### config.mk
export PLATFORM = sky130hd
export DESIGN_NAME = mips_multi_control
export DESIGN_NICKNAME = d
export VERILOG_FILES = /design/src/rtl/mips_multi_control.sv
export SDC_FILE = /design/constraint.sdc
export NUM_CORES = 1
export LEC_CHECK = 0
export ABC_AREA = 1
export BUFFER_PORTS_ARGS = -buffer_cell sky130_fd_sc_hd__buf_2
export CAP_MARGIN = 20
export CORE_MARGIN = 5
export CORE_UTILIZATION = 41
export CTS_CLUSTER_SIZE = 24
export DETAILED_ROUTE_END_ITERATION = 6
export PLACE_DENSITY_LB_ADDON = 0.08
export SLEW_MARGIN = 10
export SYNTH_ARGS = -nofsm -noshare
export SYNTH_HDL_FRONTEND = slang
export SYNTH_SLANG_ARGS = --single-unit
### constraint.sdc
create_clock -name clk -period 2.5 [get_ports clk]
set_input_delay 0.375 -clock clk [delete_from_list [all_inputs] [get_ports clk]]
set_output_delay 0.375 -clock clk [all_outputs]
set_load 0.02 [all_outputs]
### src/rtl/mips_multi_control.sv
// rtl/mips_multi_control.sv - main control FSM for the multicycle MIPS core
module mips_multi_control #(
    parameter int OPW = 6,
    parameter int FNW = 6
) (
    input  logic           clk,
    input  logic           reset,
    input  logic [OPW-1:0] opcode,
    input  logic [FNW-1:0] funct,
    input  logic           zero,
    output logic           pc_en,
    output logic           i_or_d,
    output logic           mem_write,
    output logic           ir_write,
    output logic           reg_dst,
    output logic           mem_to_reg,
    output logic           reg_write,
    output logic           alu_src_a,
    output logic [1:0]     alu_src_b,
    output logic           ext_sel,
    output logic [1:0]     pc_source,
    output logic [2:0]     alu_select,
    output logic           illegal,
    output logic [3:0]     state
);

    typedef enum logic [3:0] {
        FETCH   = 4'd0,
        DECODE  = 4'd1,
        MEM_ADR = 4'd2,
        MEM_RD  = 4'd3,
        MEM_WB  = 4'd4,
        MEM_WR  = 4'd5,
        EXEC    = 4'd6,
        ALU_WB  = 4'd7,
        BRANCH  = 4'd8,
        IMM_EXE = 4'd9,
        IMM_WB  = 4'd10,
        JUMP    = 4'd11
    } state_t;

    localparam logic [OPW-1:0] OP_RTYPE = OPW'(6'h00);
    localparam logic [OPW-1:0] OP_J     = OPW'(6'h02);
    localparam logic [OPW-1:0] OP_BEQ   = OPW'(6'h04);
    localparam logic [OPW-1:0] OP_BNE   = OPW'(6'h05);
    localparam logic [OPW-1:0] OP_ADDI  = OPW'(6'h08);
    localparam logic [OPW-1:0] OP_ANDI  = OPW'(6'h0C);
    localparam logic [OPW-1:0] OP_ORI   = OPW'(6'h0D);
    localparam logic [OPW-1:0] OP_LW    = OPW'(6'h23);
    localparam logic [OPW-1:0] OP_SW    = OPW'(6'h2B);

    localparam logic [FNW-1:0] FN_ADD = FNW'(6'h20);
    localparam logic [FNW-1:0] FN_SUB = FNW'(6'h22);
    localparam logic [FNW-1:0] FN_AND = FNW'(6'h24);
    localparam logic [FNW-1:0] FN_OR  = FNW'(6'h25);
    localparam logic [FNW-1:0] FN_XOR = FNW'(6'h26);

    state_t state_q, state_d;
    logic   funct_ok;

    always_ff @(posedge clk or negedge reset) begin
        if (!reset) state_q <= FETCH;
        else        state_q <= state_d;
    end

    assign state    = state_q;
    assign funct_ok = (funct == FN_ADD) || (funct == FN_SUB) || (funct == FN_AND) ||
                      (funct == FN_OR)  || (funct == FN_XOR);

    // Outputs are held at zero while reset is low, even though state already reads FETCH.
    always_comb begin
        state_d    = FETCH;
        pc_en      = 1'b0;
        i_or_d     = 1'b0;
        mem_write  = 1'b0;
        ir_write   = 1'b0;
        reg_dst    = 1'b0;
        mem_to_reg = 1'b0;
        reg_write  = 1'b0;
        alu_src_a  = 1'b0;
        alu_src_b  = 2'b00;
        ext_sel    = 1'b0;
        pc_source  = 2'b00;
        alu_select = 3'b000;
        illegal    = 1'b0;
        if (reset) begin
            case (state_q)
                FETCH: begin
                    ir_write  = 1'b1;
                    alu_src_b = 2'b01;
                    pc_en     = 1'b1;
                    state_d   = DECODE;
                end
                DECODE: begin
                    alu_src_b = 2'b11;
                    if (opcode == OP_LW || opcode == OP_SW)
                        state_d = MEM_ADR;
                    else if (opcode == OP_RTYPE && funct_ok)
                        state_d = EXEC;
                    else if (opcode == OP_BEQ || opcode == OP_BNE)
                        state_d = BRANCH;
                    else if (opcode == OP_ADDI || opcode == OP_ANDI || opcode == OP_ORI)
                        state_d = IMM_EXE;
                    else if (opcode == OP_J)
                        state_d = JUMP;
                    else
                        illegal = 1'b1;
                end
                MEM_ADR: begin
                    alu_src_a = 1'b1;
                    alu_src_b = 2'b10;
                    state_d   = (opcode == OP_SW) ? MEM_WR : MEM_RD;
                end
                MEM_RD: begin
                    i_or_d  = 1'b1;
                    state_d = MEM_WB;
                end
                MEM_WB: begin
                    mem_to_reg = 1'b1;
                    reg_write  = 1'b1;
                end
                MEM_WR: begin
                    i_or_d    = 1'b1;
                    mem_write = 1'b1;
                end
                EXEC: begin
                    alu_src_a = 1'b1;
                    case (funct)
                        FN_SUB:  alu_select = 3'b001;
                        FN_AND:  alu_select = 3'b010;
                        FN_OR:   alu_select = 3'b011;
                        FN_XOR:  alu_select = 3'b110;
                        default: alu_select = 3'b000;
                    endcase
                    state_d = ALU_WB;
                end
                ALU_WB: begin
                    reg_dst   = 1'b1;
                    reg_write = 1'b1;
                end
                BRANCH: begin
                    alu_src_a  = 1'b1;
                    alu_select = 3'b001;
                    pc_source  = 2'b01;
                    pc_en      = (opcode == OP_BNE) ? ~zero : zero;
                end
                IMM_EXE: begin
                    alu_src_a = 1'b1;
                    alu_src_b = 2'b10;
                    if (opcode == OP_ANDI) begin
                        ext_sel    = 1'b1;
                        alu_select = 3'b010;
                    end else if (opcode == OP_ORI) begin
                        ext_sel    = 1'b1;
                        alu_select = 3'b011;
                    end
                    state_d = IMM_WB;
                end
                IMM_WB: begin
                    reg_write = 1'b1;
                end
                JUMP: begin
                    pc_source = 2'b10;
                    pc_en     = 1'b1;
                end
                default: state_d = FETCH;
            endcase
        end
    end

endmodule

* Word-level counts from Yosys, hierarchy flattened
Cells that the tools add are included.
** Cells by class
- Add/sub/neg operators :: 0
- $mul :: 0
- Divide/modulo/power cells :: 0
- Magnitude comparators :: 0
- Equality and inequality tests :: 24
- Shifts and indexed selects :: 0
- Muxes and demuxes :: 45
- Bitwise gates (word level) :: 1
- Reductions and logical operators :: 16
** Operators with widths (count)
- $eq A6 B6 Y1 const B :: 7
- $mux W1 :: 27
- $mux W4 :: 6
- $pmux W4 S6 :: 1
- $eq A6 B4 Y1 const B :: 3
- $eq A4 B3 Y1 const B :: 4
- $eq A4 B4 Y1 const B :: 4
- $eq A6 B3 Y1 const B :: 2
- $pmux W3 S4 :: 1
- $pmux W3 S3 :: 1
- $eq A4 B2 Y1 const B :: 2
- $logic_or A1 B1 Y1 :: 8
- $mux W2 :: 4
- $eq A6 B2 Y1 const B :: 1
- $logic_not A6 Y1 :: 1
- $mux W3 :: 2
- $pmux W2 S3 :: 1
- $reduce_or A2 Y1 :: 3
- $eq A4 B1 Y1 const B :: 1
- $logic_not A4 Y1 :: 1
- $pmux W2 S2 :: 1
- $reduce_or A4 Y1 :: 1
- $reduce_or A3 Y1 :: 1
- $pmux W1 S2 :: 1
- other kinds (2) :: 2
** Storage, ports and cells
- Flip-flop bits (word level) :: 4
- Latch bits :: 0
- RAM bits :: 0
- Memory bits (read-only) :: 0
- Input bits :: 15
- Output and inout port bits :: 21
- Word-level logic and storage cells :: 87
- Memories kept :: 0

* Logic depth before layout (Yosys ltp)
Gate-level depths: netlist of the first run.
- Word-level depth :: 10
- Mapped depth :: 9
- Depth with buffers taken out :: 9

* Worst setup path before layout of the first run
No wires, ideal clock.
- Path kind :: flip-flop to output port
- From :: register state_q[3], in the netlist state[3]
- To :: output pc_en
- Arrival :: 1433 ps
- Required time :: 2125 ps
- Slack :: 692 ps
- Stages on the path, launching flop included :: 6
- Buffers on the path :: 0
- Cells stage by stage :: dfrtp_1 > nor2_2 > inv_2 > nor2_1 > a31oi_1 > o21ai_0
** On the way
- Cells in the longest elaborated chain, start to end :: 4
- Elaborated cells on any way between the ends :: 6
- Those cells by class :: eq/ne (2); mux (2); reduce/logical (2)
** RTL lines
- start: declaration :: RTL line 58 : state_t state_q, state_d;
- start signal: assignment :: RTL line 63 : else state_q <= state_d;
- $eq A4 B4 Y1 or $logic_not A4 Y1 (tied branches) :: RTL line 87 : case (state_q)
- $reduce_or A2 Y1 (no source line)
- $pmux W1 S2 (*) :: RTL line 87
- $mux W1 (*) :: RTL line 86 : if (reset) begin
- end: declaration :: RTL line 11 : output logic pc_en,
Every way passes the cells marked *; elsewhere a longest branch is shown, timed or not.

* Worst setup path in the final report of the first run
- From :: input reset
- To :: output reg_write
** On the way
- Cells in the longest elaborated chain, start to end :: 1
** RTL lines
- start: declaration :: RTL line 7 : input logic reset,
- $mux W1 :: RTL line 86
- end: declaration :: RTL line 17 : output logic reg_write,
Every way passes these cells.

==> flow_summary.ini, run 1 <==
[worst_hold_path]
hold-path-endpoint = state[2]
holdCritPathClass = input port to flop
whs_path_depth = 3
holdCritStartpoint = opcode[3]

[detailed_routing]
vias_per_cell = 5.09
highest_layer = met3
wl_met2_um = 859
drc_errors = 0
wl_per_cell_um = 10.8
drtAntennaViolNets = 0
wl_mm = 1.86
wl_met1_um = 867
first_pass_iters = 4
first_iter_violations = 24
wl_met3_um = 134
vias = 875

[worst_setup_path]
cp_data_required_time_ps = 2120
r2r-end = state[1]
crit_top_cell = buf_2
cpPeakStageDelay_ps = 550
arrival_ps = 1860
path_class = input port to primary output
worstSetupStartpointType = input port
r2r-start = state[1]
crit_path_end_kind = primary output
worst-path-max-fanout = 7
reg2reg_depth = 7
ff2ff_setup_slack_ps = 1270
cp_cell_sequence = dlygate4sd3_1 -> buf_2 -> nand3_1 -> nor2_1 -> or3_1 -> buf_2
slowest_stage = dlygate4sd3_1

[timing]
maxSlewHeadroom = 0.696
worstMarginPinSlew_ps = 456
slew_viol_final = 0
max_freq_mhz = 448
setup_tns_ps = 0
rsz0062_at_grt = no
fin_skew_ps = 0.872
final-setup-viol-count = 0
fin_crit_ps = 2230
finalCritPeriodShare = 0.893
hold_violations = 0

[placed_design]
hpwlAfterDp_mm = 1.57
gp_congestion = 0.886
io_buffers = 35

[die]
io_pins = 36
initial_core_util = 0.427
rows = 14
core_um2 = 1470
dieHeight_um = 49.1
die_w_um = 49.1
die_area_um2 = 2410

[power]
ir_drop_mv = 0.283
leakage_nw = 0.520
p_per_area_nw_per_um2 = 281
p_total_mw = 0.239

[clocking]
root_buffer = clkbuf_4
tritoncts = built
clk_path_buf_depth = 2
cts.sinks = 4
insertion_delay_ps = 230
cts_buffers = 3
htree_levels = 1
clk_pin_slew_worst_paths_ps = 40
post_cts_resized = 0

[layout]
diodes = 0
area_growth_pct = 35.5
largest_reg_flops = 4
drive_above_1_share = 0.340
fin_nets = 173
multiInputGateArea_um2 = 437
final_common_cell = buf_2
ff_latch_area_um2 = 100
final_cell_mix = 35 x buf_2, 22 x nand2_1, 22 x nor2_1
final_util = 0.578
fill_cells = 168

[logic_synthesis]
ys_seq_area_frac = 0.159
avgSynthCellArea_um2 = 5.32
synthCells = 118
ys_warn_count = 0
ys_ff_latch = 4
synth.net_count = 133
synth_cell_type_count = 21
syn-cell-area_um2 = 628

[grt]
grt.overflow.total = 0
grt_max_degree = 16
grt_usage = 0.161
grt_pass1_wl_mm = 3.19
grt_antenna_before_repair = 0
grt_pass1_vias = 732

[status]
status = completed

[run]
drv_cap = 0
## layout make-up
| type | instances | share of cell area |
|---|---|---|
| multi-input combinational | 90 | 0.513 |
| timing repair buffer | 36 | 0.218 |
| sequential | 4 | 0.118 |
| inverter | 23 | 0.101 |
| clock buffer | 3 | 0.0265 |
| tap | 16 | 0.0235 |
## worst max-delay path, delay by kind of cell
family | cells | cell delay [ps]
buffers and inverters | 3 | 890
AND/OR/NAND/NOR | 3 | 590
## power breakdown
| group | switching [mW] | internal [mW] | leakage [nW] |
|---|---|---|---|
| logic | 0.0596 | 0.0320 | 0.452 |
| registers | 0.00399 | 0.0674 | 0.0543 |
| clock network | 0.0229 | 0.0535 | 0.0138 |
## metal layers
metal | GRT usage | up-vias
met5 | 0 | -
met4 | 0.0538 | 0
met3 | 0.0306 | 0
met2 | 0.253 | 29
met1 | 0.218 | 389
li1 | - | 457
## synthesized netlist by cell type
master | n | area share
nor2_4 | 1 | 0.018
a31o_2 | 1 | 0.014
nor3_1 | 4 | 0.032
a21oi_1 | 7 | 0.056
nand3_1 | 12 | 0.096
inv_2 | 4 | 0.024
nor2_2 | 6 | 0.060
nand4_1 | 3 | 0.030
nand2_2 | 2 | 0.020
nand2_1 | 22 | 0.13
buf_2 | 1 | 0.0080
inv_1 | 19 | 0.11
o21ai_1 | 1 | 0.0080
or3_1 | 1 | 0.010
dfrtp_1 | 4 | 0.16
nor2_1 | 22 | 0.13
o22ai_1 | 3 | 0.030
o21ai_0 | 1 | 0.0080
a211oi_2 | 1 | 0.020
o21a_1 | 1 | 0.012
a31oi_1 | 2 | 0.020
## through the flow
step | setup WS [ps] | cell area [µm²] | std cells | hold WS [ps]
floorplan | 692 | 628 | 118 | 79.4
detailed placement | 824 | 818 | 168 | 212
finish | 269 | 851 | 172 | 531
global route | 129 | 851 | 172 | 541
global placement | 838 | 818 | 168 | 208
CTS | 276 | 851 | 172 | 510
## worst max-delay path by stage
stage | to | startpoint | depth (start not counted) | slack, ps
finish | reg_write | reset | 6 | 270
global route | pc_en | reset | 7 | 130
CTS | reg_write | reset | 6 | 280
detailed placement | illegal | funct[5] | 9 | 820
global placement | reg_write | reset | 5 | 840
floorplan | pc_en | state[3] | 5 | 690
## cell families (layout without fill, tap and decap cells)
logic type             Yosys count  after routing  synth area share
AOI/OAI and AO/OA               17             17             0.167
buffers and inverters           24             62             0.145
and+or+nand+nor                 73             73             0.528
DFF                              4              4             0.159
## repair_timing
| item | in CTS | in global routing |
|---|---|---|
| hold endpoints to repair | 4 | 0 |
| setup buffers | 0 | 0 |
| hold buffers | 1 | 0 |
No activity file was read; power rests on OpenSTA's default activity.
==> run 2, diff against run 1 <==
REMOVE_ABC_BUFFERS = 1   (was default)
==> run 2 against run 1 <==
Die area unchanged. Combinational power increased by 0.4%. Clock-buffer cell count unchanged. Routed wire length increased by 2.9%. Sequential power about the same. Flip-flop and latch count unchanged. Via count decreased by 1.0%. Clock power increased by 8.8%. Non-clock buffer count unchanged. Worst setup slack improved by 7.7 ps. Cell area unchanged. Critical path type unchanged.
==> flow_summary.ini, run 2 (synthesis results as in run 1) <==
[detailed_routing]
wl_mm = 1.91
wl_per_cell_um = 11.1
drtAntennaViolNets = 0
first_iter_violations = 16
drc_errors = 0
first_pass_iters = 4
vias = 866
vias_per_cell = 5.03

[grt]
grt.overflow.total = 0
grt_use_met2 = 0.264
grt_max_degree = 16
grt_pass1_wl_mm = 3.32
grt_antenna_before_repair = 0
grtUsageMet3 = 0.0459
grt_usage = 0.165
grt_pass1_vias = 806
grt_use_met1 = 0.208
grt_busiest_layer = met2

[die]
rows = 14
io_pins = 36
die_area_um2 = 2410
initial_core_util = 0.427
dieHeight_um = 49.1
core_um2 = 1470
die_w_um = 49.1

[worst_setup_path]
cpPeakStageDelay_ps = 550
cp-startpoint = reset
crit_top_cell = buf_2
worstSetupStartpointType = input port
slowest_stage = dlygate4sd3_1
cp_cell_sequence = dlygate4sd3_1 -> buf_2 -> inv_1 -> o21ai_0 -> buf_2
ff2ff_setup_slack_ps = 1290
cp_data_required_time_ps = 2120
worst-path-max-fanout = 15
r2r-start = state[3]
cp_num_buf_inv = 4
crit_path_end_kind = primary output
arrival_ps = 1850
cp_top_family = buffers and inverters
path_class = input port to primary output

[timing]
timing.final.ws_setup_ps = 276
worstMarginPinSlew_ps = 446
fin_skew_ps = 13.0
finalCritPeriodShare = 0.889
maxSlewHeadroom = 0.702
slew_viol_final = 0
fin_crit_ps = 2220
max_freq_mhz = 450
setup_tns_ps = 0
rsz0062_at_grt = no
hold_violations = 0
final-setup-viol-count = 0

[layout]
final_common_cell = buf_2
final_util = 0.578
fill_cells = 161
drive_above_1_share = 0.340
largest_reg_flops = 4
diodes = 0
area_growth_pct = 35.5
final_cell_mix = 35 x buf_2, 22 x nand2_1, 22 x nor2_1
fin_nets = 173
fin_cells = 172

[power]
p_per_area_nw_per_um2 = 290
p_sw_frac = 0.378
pwr-share-seq = 0.289
p_total_mw = 0.246
intPower_mw = 0.153
leakage_nw = 0.520
combPwrFrac = 0.374
clkPwrFrac = 0.337
power.switching_mw = 0.0931
ir_drop_mv = 0.337

[clocking]
post-cts-setup-buffers = 0
insertion_delay_ps = 240
clk_path_buf_depth = 2
htree_levels = 1
tritoncts = built
clk_pin_slew_worst_paths_ps = 50
root_buffer = clkbuf_4
cts_buffers = 3
cts.sinks = 4

[placed_design]
hpwlAfterDp_mm = 1.57
io_buffers = 35
post-place-ws_ps = 804
dp_cells = 168
gp_congestion = 0.821

[run]
drv_cap = 0

[status]
status = completed

[worst_hold_path]
holdCritPathClass = input port to asynchronous set/reset pin
==> run 2: path summary, 6_finish.rpt <==
path,end,cells after the start
min,state[3],2
max,pc_en,5
max in group asynchronous,state[0],2
max reg2reg,state[2],5
min in group clk,state[2],3
min reg2reg,state[0],3
==> run 2: timing repair <==
item                       CTS  global route
resized for setup            0             0
hold buffers                 1             0
hold endpoints to repair     4             0
setup endpoints to repair    0             0
==> run 2: area by class of cell <==
cell class | instances | area, µm² | share of cell area
multi-input combinational | 90 | 437 | 0.513
tap | 16 | 20.0 | 0.0235
sequential | 4 | 100 | 0.118
inverter | 23 | 86.3 | 0.101
timing repair buffer | 36 | 185 | 0.218
clock buffer | 3 | 22.5 | 0.0265
==> run 2: per-layer routing <==
metal,share of wire,wire length (µm)
met5,0,0
met4,0.015,29
met1,0.44,847
met2,0.46,883
met3,0.080,154
==> run 2: power groups by stage <==
stage / combinational (mW) / clock [mW] / sequential [mW]
6_report: 0.0920 / 0.0831 / 0.0713
4_1_cts: 0.0926 / 0.0845 / 0.0712
2_1_floorplan: 0.0529 / 0 / 0.0744
3_5_place_dp: 0.0907 / 0 / 0.0721
3_3_place_gp: 0.0898 / 0 / 0.0719
5_1_grt: 0.102 / 0.0934 / 0.0718
==> run 2: metrics by stage <==
stage | area (µm²) | hold slack, ps
after detailed placement | 818 | 210
after CTS | 851 | 495
after global routing | 851 | 520
final | 851 | 521
after global placement | 818 | 206
after floorplan | 623 | 79.4
==> run 2: worst register-to-register path, cell delays in order (launching register included) <==
cell and delay (ps):
dfrtp_1 450, nor2_2 190, inv_2 80, nor2_4 140
nand3_1 90, a21oi_1 150
==> run 3, diff against run 2 <==
ABC_CLOCK_PERIOD_IN_PS = 2130   (was default)
clock period = 2.13 ns   (was 2.5 ns; I/O delays follow)
==> run 3 against run 2 <==
Die area stayed put. Clock skew is 9.8 ps lower. Critical path depth is 1 higher. Cell count is 1.7% higher. Sequential share of layout area is 0.42 points lower. Worst setup slack worse by 200 ps. Sequential power is 17% higher. Core utilization is 2.1 points higher. Cell area is 3.7% higher. Critical path type unchanged. Critical endpoint is now reg_write.
==> flow_summary.ini, run 3 (synthesis results as in run 1) <==
[power]
ir_drop_mv = 0.296
p_per_area_nw_per_um2 = 323
leakage_nw = 0.526

[detailed_routing]
wl_mm = 1.90
drc_errors = 0
wl_per_cell_um = 10.8
vias_per_cell = 5.00
first_iter_violations = 22
first_pass_iters = 4
vias = 875
drtAntennaViolNets = 0

[layout]
area_growth_pct = 40.4
multiInputGateArea_um2 = 442
fill_cells = 152
diodes = 0
drive_above_1_share = 0.365
ff_latch_area_um2 = 100
final_cell_mix = 34 x buf_2, 22 x nand2_1, 22 x nor2_1
final_common_cell = buf_2
final_util = 0.599
largest_reg_flops = 4
fin_nets = 176

[clocking]
tritoncts = built
insertion_delay_ps = 230
clk_pin_slew_worst_paths_ps = 40
clk_path_buf_depth = 2
cts.sinks = 4
htree_levels = 1
cts_buffers = 3
root_buffer = clkbuf_4

[timing]
timing.hold.ws_ps = 463
finalCritPeriodShare = 0.963
slew_viol_final = 0
worstMarginPinSlew_ps = 265
setup_tns_ps = 0
maxSlewHeadroom = 0.824
max_freq_mhz = 488
final-setup-viol-count = 0
rsz0062_at_grt = no
fin_skew_ps = 3.21
fin_crit_ps = 2050
hold_violations = 0

[grt]
grt_max_degree = 16
grt_usage = 0.155
grt_pass1_vias = 759
grt_antenna_before_repair = 0
grt.overflow.total = 0
grt_pass1_wl_mm = 3.16

[run]
drv_cap = 0

[die]
core_um2 = 1470
rows = 14
dieHeight_um = 49.1
io_pins = 36
die_area_um2 = 2410
die_w_um = 49.1
initial_core_util = 0.427

[worst_setup_path]
r2r-end = state[1]
reg2reg_depth = 7
crit_path_end_kind = primary output
path_class = input port to primary output
worstSetupStartpointType = input port
worst-path-max-fanout = 8
cp_data_required_time_ps = 1810
cp-startpoint = reset
arrival_ps = 1730
ff2ff_setup_slack_ps = 950
r2r-start = state[1]

[placed_design]
io_buffers = 35
gp_congestion = 0.856
hpwlAfterDp_mm = 1.53

[status]
status = completed

[worst_hold_path]
holdCritPathClass = input port to asynchronous set/reset pin
## run 3: cell count changes in the layout (fill, tap and decap cells not counted)
cell and delta:
buf_4 +3, buf_2 -1, clkinvlp_2 +1, clkinvlp_4 +1, inv_1 -1, nand3_1 -1, nand3_2 +1
## run 3: worst max path at each step
stage	end	depth (start not counted)
3_5_place_dp	pc_en	6
3_3_place_gp	pc_en	6
2_1_floorplan	pc_en	5
6_report	reg_write	6
4_1_cts	reg_write	6
5_1_grt	reg_write	6
## run 3: power breakdown
part / switching, mW / internal, mW
combinational: 0.0727 / 0.0410
clock: 0.0250 / 0.0626
sequential: 0.00438 / 0.0792
## run 3: through the flow
| stage | instances | worst slack (ps) | total power, mW | instance area, µm² |
|---|---|---|---|---|
| final | 175 | 79.8 | 0.285 | 882 |
| after global routing | 175 | 5.52 | 0.309 | 882 |
| after CTS | 172 | 36.7 | 0.284 | 851 |
| after detailed placement | 168 | 533 | 0.190 | 818 |
| after global placement | 168 | 516 | 0.190 | 818 |
| after floorplan | 117 | 378 | 0.149 | 623 |
## run 3: per-layer routing
metal,up-vias,track usage,wire length (µm)
li1,464,-,-
met1,382,0.201,846
met2,29,0.249,895
met3,0,0.0428,156
met4,0,0.0404,0
met5,-,0,0
## run 3: cell type report
cell class | instances | share of cell area
tap | 16 | 0.0227
sequential | 4 | 0.113
clock buffer | 3 | 0.0255
multi-input combinational | 90 | 0.501
inverter | 23 | 0.102
timing repair buffer | 38 | 0.230
timing repair inverter | 1 | 0.00567
## run 3: timing repair
action                                  in CTS  in global routing
hold buffers                                 1                  0
endpoints found under the setup margin       0                  8
gates resized for setup                      0                  4
setup buffers                                0                  2
hold endpoints to repair                     4                  0
## run 3: critical path, stage by stage
cell	delay [ps]
dlygate4sd3_1	540
buf_4	180
nand3_2	120
nor2_1	60
or3_1	350
buf_2	160
